### config.mk
export PLATFORM = sky130hd
export DESIGN_NAME = data_mem_ctrl
export DESIGN_NICKNAME = d
export VERILOG_FILES = /design/src/rtl/mem_pkg.sv /design/src/rtl/mem_lane_align.sv /design/src/rtl/data_mem_ctrl.sv
export SDC_FILE = /design/constraint.sdc
export NUM_CORES = 2
export LEC_CHECK = 0
export CAP_MARGIN = 30
export CORE_ASPECT_RATIO = 0.75
export CORE_MARGIN = 4
export CORE_UTILIZATION = 35
export DETAILED_ROUTE_END_ITERATION = 7
export HOLD_SLACK_MARGIN = 0.08
export SETUP_SLACK_MARGIN = 0.2
export SLEW_MARGIN = 10
export SYNTH_ARGS = -nofsm -noshare
export SYNTH_HDL_FRONTEND = slang
export SYNTH_SLANG_ARGS = --single-unit
export TNS_END_PERCENT = 20
### constraint.sdc
create_clock -name clk -period 10.9 [get_ports clk]
set_clock_uncertainty 0.2 [all_clocks]
set_input_delay 2.725 -clock clk [delete_from_list [all_inputs] [get_ports clk]]
set_output_delay 2.725 -clock clk [all_outputs]
set_load 0.05 [all_outputs]
### src/rtl/mem_pkg.sv
// mem_pkg: shared encodings for the data memory controller.
//   WORD_W  : data word width (32)
//   op_e    : request operation (LOAD/STORE/SWAP/RSVD)
//   size_e  : access size (BYTE/HALF/WORD/RSVD)
//   state_e : controller FSM state (IDLE/WAIT/RESP)
package mem_pkg;
  localparam int WORD_W = 32;

  typedef enum logic [1:0] {
    OP_LOAD  = 2'd0,
    OP_STORE = 2'd1,
    OP_SWAP  = 2'd2,
    OP_RSVD  = 2'd3
  } op_e;

  typedef enum logic [1:0] {
    SZ_BYTE = 2'd0,
    SZ_HALF = 2'd1,
    SZ_WORD = 2'd2,
    SZ_RSVD = 2'd3
  } size_e;

  typedef enum logic [1:0] {
    ST_IDLE = 2'd0,
    ST_WAIT = 2'd1,
    ST_RESP = 2'd2
  } state_e;
endpackage

### src/rtl/mem_lane_align.sv
// mem_lane_align: combinational lane steering for sub-word accesses.
//   old_word   in  current contents of the addressed word
//   addr_lo    in  byte offset within the word (addr[1:0])
//   size       in  access size
//   is_unsigned in zero-extend (1) or sign-extend (0) loads
//   wdata      in  store data, LSB-aligned
//   load_data  out extended load value
//   store_data out old_word with the addressed lanes replaced by wdata
import mem_pkg::*;

module mem_lane_align (
  input  logic [WORD_W-1:0] old_word,
  input  logic [1:0]        addr_lo,
  input  size_e             size,
  input  logic              is_unsigned,
  input  logic [WORD_W-1:0] wdata,
  output logic [WORD_W-1:0] load_data,
  output logic [WORD_W-1:0] store_data
);

  function automatic logic [WORD_W-1:0] load_extend(
    input logic [WORD_W-1:0] word,
    input logic [1:0]        lo,
    input size_e             sz,
    input logic              uns
  );
    logic [7:0]        b;
    logic [15:0]       h;
    logic [WORD_W-1:0] r;
    b = word[{lo, 3'b000} +: 8];
    h = lo[1] ? word[31:16] : word[15:0];
    case (sz)
      SZ_BYTE: r = uns ? {24'd0, b} : {{24{b[7]}}, b};
      SZ_HALF: r = uns ? {16'd0, h} : {{16{h[15]}}, h};
      default: r = word;
    endcase
    return r;
  endfunction

  function automatic logic [WORD_W-1:0] merge_store(
    input logic [WORD_W-1:0] word,
    input logic [1:0]        lo,
    input size_e             sz,
    input logic [WORD_W-1:0] wd
  );
    logic [WORD_W-1:0] r;
    r = word;
    case (sz)
      SZ_BYTE: r[{lo, 3'b000} +: 8]        = wd[7:0];
      SZ_HALF: r[{lo[1], 4'b0000} +: 16]   = wd[15:0];
      default: r = wd;
    endcase
    return r;
  endfunction

  assign load_data  = load_extend(old_word, addr_lo, size, is_unsigned);
  assign store_data = merge_store(old_word, addr_lo, size, wdata);

endmodule

### src/rtl/data_mem_ctrl.sv
// data_mem_ctrl: word-array data memory behind a valid/ready handshake with
// configurable access latency; RV32 byte/half/word loads and stores plus an
// atomic word swap, with alignment, range and reserved-encoding errors.
//   clk, rst                 clock, asynchronous active-high reset
//   req_valid/req_ready      request handshake (ready only in IDLE)
//   req_op, req_size         operation and access size
//   req_unsigned             zero-extend loads when 1
//   req_addr, req_wdata      byte address, LSB-aligned write data
//   rsp_valid/rsp_ready      response handshake
//   rsp_rdata, rsp_err       load value / old word, error flag
import mem_pkg::*;

module data_mem_ctrl #(
  parameter int DEPTH    = 128,
  parameter int LATENCY  = 2,
  parameter int INIT_IDX = 1
) (
  input  logic              clk,
  input  logic              rst,
  input  logic              req_valid,
  output logic              req_ready,
  input  logic [1:0]        req_op,
  input  logic [1:0]        req_size,
  input  logic              req_unsigned,
  input  logic [WORD_W-1:0] req_addr,
  input  logic [WORD_W-1:0] req_wdata,
  output logic              rsp_valid,
  input  logic              rsp_ready,
  output logic [WORD_W-1:0] rsp_rdata,
  output logic              rsp_err
);

  localparam int AW = $clog2(DEPTH);

  state_e            state;
  logic [2:0]        cnt;
  op_e               op_p0;
  size_e             size_p0;
  logic              uns_p0;
  logic [WORD_W-1:0] addr_p0;
  logic [WORD_W-1:0] wdata_p0;

  logic              accept;
  logic              commit;
  logic              err;
  logic              we;
  logic [AW-1:0]     widx;
  logic [WORD_W-1:0] old_word;
  logic [WORD_W-1:0] load_val;
  logic [WORD_W-1:0] merged;
  logic [WORD_W-1:0] wr_word;
  logic [WORD_W-1:0] rdata_nxt;
  logic [WORD_W-1:0] mem_rd [DEPTH];

  assign accept = (state == ST_IDLE) && req_valid;
  assign commit = (state == ST_WAIT) && (cnt == 3'd0);

  // Stage p0: request capture (data only, no reset)
  always_ff @(posedge clk) begin
    if (accept) begin
      op_p0    <= op_e'(req_op);
      size_p0  <= size_e'(req_size);
      uns_p0   <= req_unsigned;
      addr_p0  <= req_addr;
      wdata_p0 <= req_wdata;
    end
  end

  assign err = (size_p0 == SZ_RSVD) || (op_p0 == OP_RSVD)
            || ((size_p0 == SZ_HALF) && addr_p0[0])
            || ((size_p0 == SZ_WORD) && (addr_p0[1:0] != 2'b00))
            || ((op_p0 == OP_SWAP) && (size_p0 != SZ_WORD))
            || ({2'b00, addr_p0[31:2]} >= 32'(DEPTH));

  assign widx     = addr_p0[AW+1:2];
  assign old_word = mem_rd[widx];

  mem_lane_align u_align (
    .old_word    (old_word),
    .addr_lo     (addr_p0[1:0]),
    .size        (size_p0),
    .is_unsigned (uns_p0),
    .wdata       (wdata_p0),
    .load_data   (load_val),
    .store_data  (merged)
  );

  // Reset forces IDLE asynchronously, so a pending commit can never fire.
  assign we      = commit && !err && (op_p0 != OP_LOAD) && !rst;
  assign wr_word = (op_p0 == OP_SWAP) ? wdata_p0 : merged;

  always_comb begin
    rdata_nxt = '0;
    if (!err) begin
      case (op_p0)
        OP_LOAD: rdata_nxt = load_val;
        OP_SWAP: rdata_nxt = old_word;
        default: rdata_nxt = '0;
      endcase
    end
  end

  // Word storage: one register per word so each can carry its own
  // elaboration-time initial value; contents survive reset.
  for (genvar i = 0; i < DEPTH; i++) begin : g_mem
    logic [WORD_W-1:0] word_q = (INIT_IDX != 0) ? WORD_W'(i) : '0;
    always_ff @(posedge clk) begin
      if (we && (widx == AW'(i))) begin
        word_q <= wr_word;
      end
    end
    assign mem_rd[i] = word_q;
  end

  // Stage p1: control FSM and registered response
  always_ff @(posedge clk or posedge rst) begin
    if (rst) begin
      state     <= ST_IDLE;
      cnt       <= 3'd0;
      req_ready <= 1'b1;
      rsp_valid <= 1'b0;
      rsp_rdata <= '0;
      rsp_err   <= 1'b0;
    end else begin
      case (state)
        ST_IDLE: begin
          if (req_valid) begin
            cnt       <= 3'(LATENCY - 1);
            req_ready <= 1'b0;
            state     <= ST_WAIT;
          end
        end
        ST_WAIT: begin
          if (cnt == 3'd0) begin
            rsp_rdata <= rdata_nxt;
            rsp_err   <= err;
            rsp_valid <= 1'b1;
            state     <= ST_RESP;
          end else begin
            cnt <= cnt - 3'd1;
          end
        end
        ST_RESP: begin
          if (rsp_ready) begin
            rsp_valid <= 1'b0;
            req_ready <= 1'b1;
            state     <= ST_IDLE;
          end
        end
        default: state <= ST_IDLE;
      endcase
    end
  end

endmodule
==> metrics.csv <==
stage,metric,value,unit
worst_setup_path,cpMostUsedCell,buf_4,
die,start_util,35.2,%
yosys,yosysTopAreaCell,edfxtp_1,
worst_hold_path,hold-path-endpoint,cnt[0]$_DFFE_PP0P_,
cells_and_area,drive_gt1_share,28.8,%
sta,slew_headroom,21.3,%
worst_setup_path,rr_worst_depth,15,
yosys,yosys-top-cells-count,"4,165 x edfxtp_1, 1,120 x mux4_2, 228 x nor2_1",
global_route,grtUsageTotal,20.2,%
global_route,grt_pass1_wl,672000,um
global_route,grt_antenna_before_repair,44,
worst_setup_path,crit_required,11.23,ns
yosys,synthTopCellsByArea,"edfxtp_1 77%, mux4_2 16%, mux2i_1 1.0%, dfrtp_1 0.60%, buf_4 0.54%",
sta,slew_viol_final,0,
worst_setup_path,crit_path_end_kind,register,
outcome,outcome,"finished, final reports clean",
sta,fmax,141,MHz
worst_setup_path,r2r_slack,3.81,ns
flow_run,maxCapViolCount,0,
worst_setup_path,slowest_stage,a211oi_1,
global_route,gr-total-overflow,0,
die,die_x,795,um
die,core,462000,um^2
placement,routabilityCongestion,0.947,
yosys,synth-edff-count,4165,
die,rows,216,
sta,worst_slew_pin_slew,1.18,ns
yosys,ys_async_sr_fraction,0.951,%
clock_network,worstSkewPairLatency,0.97,ns
clock_network,post_cts_buffers,0,
power,ir_drop,152,uV
yosys,synth_most_common_cell,edfxtp_1,
worst_setup_path,crit_path_cell_trace,buf_12 -> buf_12 -> buf_4 -> mux4_2 -> nor2b_1 -> a211oi_1 -> nor3_1 -> buf_4 -> a31oi_1 -> buf_4 -> o211ai_1 -> a221oi_1 -> a211oi_4 -> buf_4 -> buf_4,
routing,dr.max_layer_used,met5,
sta,period_share,65.0,%
global_route,grt_pass1_vias,79500,
clock_network,numCtsBuffers,378,
clock_network,cts_buffer_depth,4,
clock_network,cts_root_buf,clkbuf_16,
worst_setup_path,path_buf_inv,7,
routing,route.vias.total,81500,
sta,hold_viol,0,
cells_and_area,multiInputGateArea,35100,um^2
power,power_density,217,nW/um^2
sta,rsz0062_at_grt,no,
yosys,ys.flop_type,edfxtp_1,
worst_hold_path,min_from,state[0]$_DFFE_PP0P_,
placement,portBuffers,107,
yosys,ys_seq_area_share,77.6,%
yosys,ys_types,80,
clock_network,cts_resized,0,
worst_hold_path,hold_depth,1,
yosys,synth_top_area_share,77.0,%
routing,met2_length,211000,um
die,fp.dieH,598,um
routing,wl_per_cell,35.3,um
global_route,grt_max_degree,135,
sta,setup_viol,0,
cells_and_area,seq_area,126000,um^2
routing,route.detailed.drc,0,
cells_and_area,fin_nets,7584,
yosys,ys_ff_latch,4205,
yosys,syn_inst,7031,
worst_setup_path,timing.rr.end,g_mem[113].word_q[14]$_DFFE_PP_,
yosys,syn_area,162000,um^2
worst_setup_path,critPathTopFamily,buffers and inverters,
routing,first_pass_iters,8,
clock_network,cts_tree,done,
routing,wirelength_met1,195000,um
power,fin_total_pwr,40300,uW
worst_setup_path,slowest_delay,0.82,ns
sta,tns,0,ns
cells_and_area,fill_cells,39900,
placement,hpwl,278000,um
sta,period_minus_slack,7.09,ns
routing,wl,491000,um
worst_setup_path,r2r-start,addr_p0[5]$_DFFE_PP_,
clock_network,cts_sinks,4205,
worst_setup_path,crit_start,addr_p0[5]$_DFFE_PP_,
routing,vias_per_cell,5.85,
clock_network,htreeDepth,5,
worst_setup_path,crit_type,reg2reg,
routing,met3_length,67800,um
worst_setup_path,cp-start-kind,register,
clock_network,postCtsHoldBufs,0,
cells_and_area,syn2layout_area_growth,14.3,%
die,pin_count,108,
yosys,yosysWarnings,0,
worst_hold_path,hold_path.class,reg2reg,
power,cellLeakagePower,0.0569,uW
yosys,syn-num-nets,7111,
routing,postRouteAntennaNets,0,
clock_network,clk_pin_slew,0.07,ns
worst_setup_path,worstPathMaxFanout,102,
yosys,synth_area_per_cell,23.1,um^2
routing,drt_iter0_markers,13800,
die,die_area,475000,um^2
worst_setup_path,worstPathArrival,7.42,ns
## cell usage in the layout, fill, tap and decap left out, types with 73 or more instances in the layout
master           netlist  layout
edfxtp_1            4165    4165
clkbuf_1              94      73
clkbuf_16              0     388
a22oi_1               94      94
mux4_2              1120    1120
nor2_4                 0     131
clkdlybuf4s50_1        0     107
buf_4                116     317
nor2_1               228      93
clkinv_1               1      87
nand2_1              210     207
mux2i_1              164     164
## worst reg2reg max path, stage by stage, from the launching register on
cell,delay (ns)
edfxtp_1,0.49
buf_12,0.39
buf_12,0.69
buf_4,0.79
mux4_2,0.40
nor2b_1,0.19
a211oi_1,0.83
nor3_1,0.18
buf_4,0.23
a31oi_1,0.16
buf_4,0.22
o211ai_1,0.30
a221oi_1,0.60
a211oi_4,0.07
buf_4,0.32
buf_4,0.42
## kinds of logic (layout without fill, tap and decap cells)
family                   count (synthesis)  in the layout  share of synthesized area [%]
AO/OA/AOI/OAI                          482            482                           2.11
adder cells (fa/ha/maj)                  7              7                         0.0539
buffers and inverters                  399           1176                           1.66
flip-flops                            4205           4205                           77.6
multiplexers                          1330           1330                           16.9
other                                    0             17                              0
AND/OR/NAND/NOR                        608            608                           1.65
## flip-flops by register name, summed over array words and instances (netlist names)
| signal | count |
|---|---|
| req_ready | 1 |
| wdata_p0 | 32 |
| size_p0 | 2 |
| uns_p0 | 1 |
| rsp_err | 1 |
| state | 2 |
| g_mem.word_q | 4096 |
| cnt | 3 |
| rsp_valid | 1 |
| op_p0 | 2 |
| rsp_rdata | 32 |
| addr_p0 | 32 |
## routing by layer
| layer | vias to the layer above | GRT usage [%] |
|---|---|---|
| li1 | 31100 | - |
| met1 | 44300 | 29.0 |
| met2 | 5240 | 28.9 |
| met3 | 844 | 7.24 |
| met4 | 22 | 6.09 |
| met5 | - | 0.728 |
## metrics by stage
stage                     cells  area, um^2  util [%]  setup slack [ns]  hold slack, ns
after CTS                 13900      185000      40.1              3.70           0.299
after floorplan            7031      162000         -              1.54           0.251
after global routing      13900      186000      40.2              3.55           0.317
final                     13900      186000      40.2              3.81           0.287
after global placement    13200      173000      37.4              3.45           0.263
after detailed placement  13200      173000      37.4              3.74           0.278
## final cells by class
cell class	instances	area share [%]
Sequential cell	4205	67.9
Multi-Input combinational cell	2427	18.9
Clock buffer	462	5.39
Tap cell	6104	4.11
Timing Repair Buffer	469	2.31
Clock inverter	222	1.32
Inverter	23	0.0505
Antenna cell	17	0.0229
## power by group
| group | switching, uW | internal, uW | total, uW |
|---|---|---|---|
| registers | 72.3 | 19500 | 19500 |
| logic | 5110 | 2020 | 7130 |
| clock network | 5970 | 7700 | 13700 |
| total | 11200 | 29200 | 40300 |
## how the worst max path moves through the flow
stage,to,cells after the start
after floorplan,g_mem[0].word_q[16]$_DFFE_PP_,15
after detailed placement,g_mem[109].word_q[22]$_DFFE_PP_,12
after global routing,g_mem[40].word_q[29]$_DFFE_PP_,12
final,g_mem[113].word_q[14]$_DFFE_PP_,15
after CTS,g_mem[116].word_q[22]$_DFFE_PP_,12
after global placement,g_mem[37].word_q[14]$_DFFE_PP_,13
(Power assumes the default switching activity.)
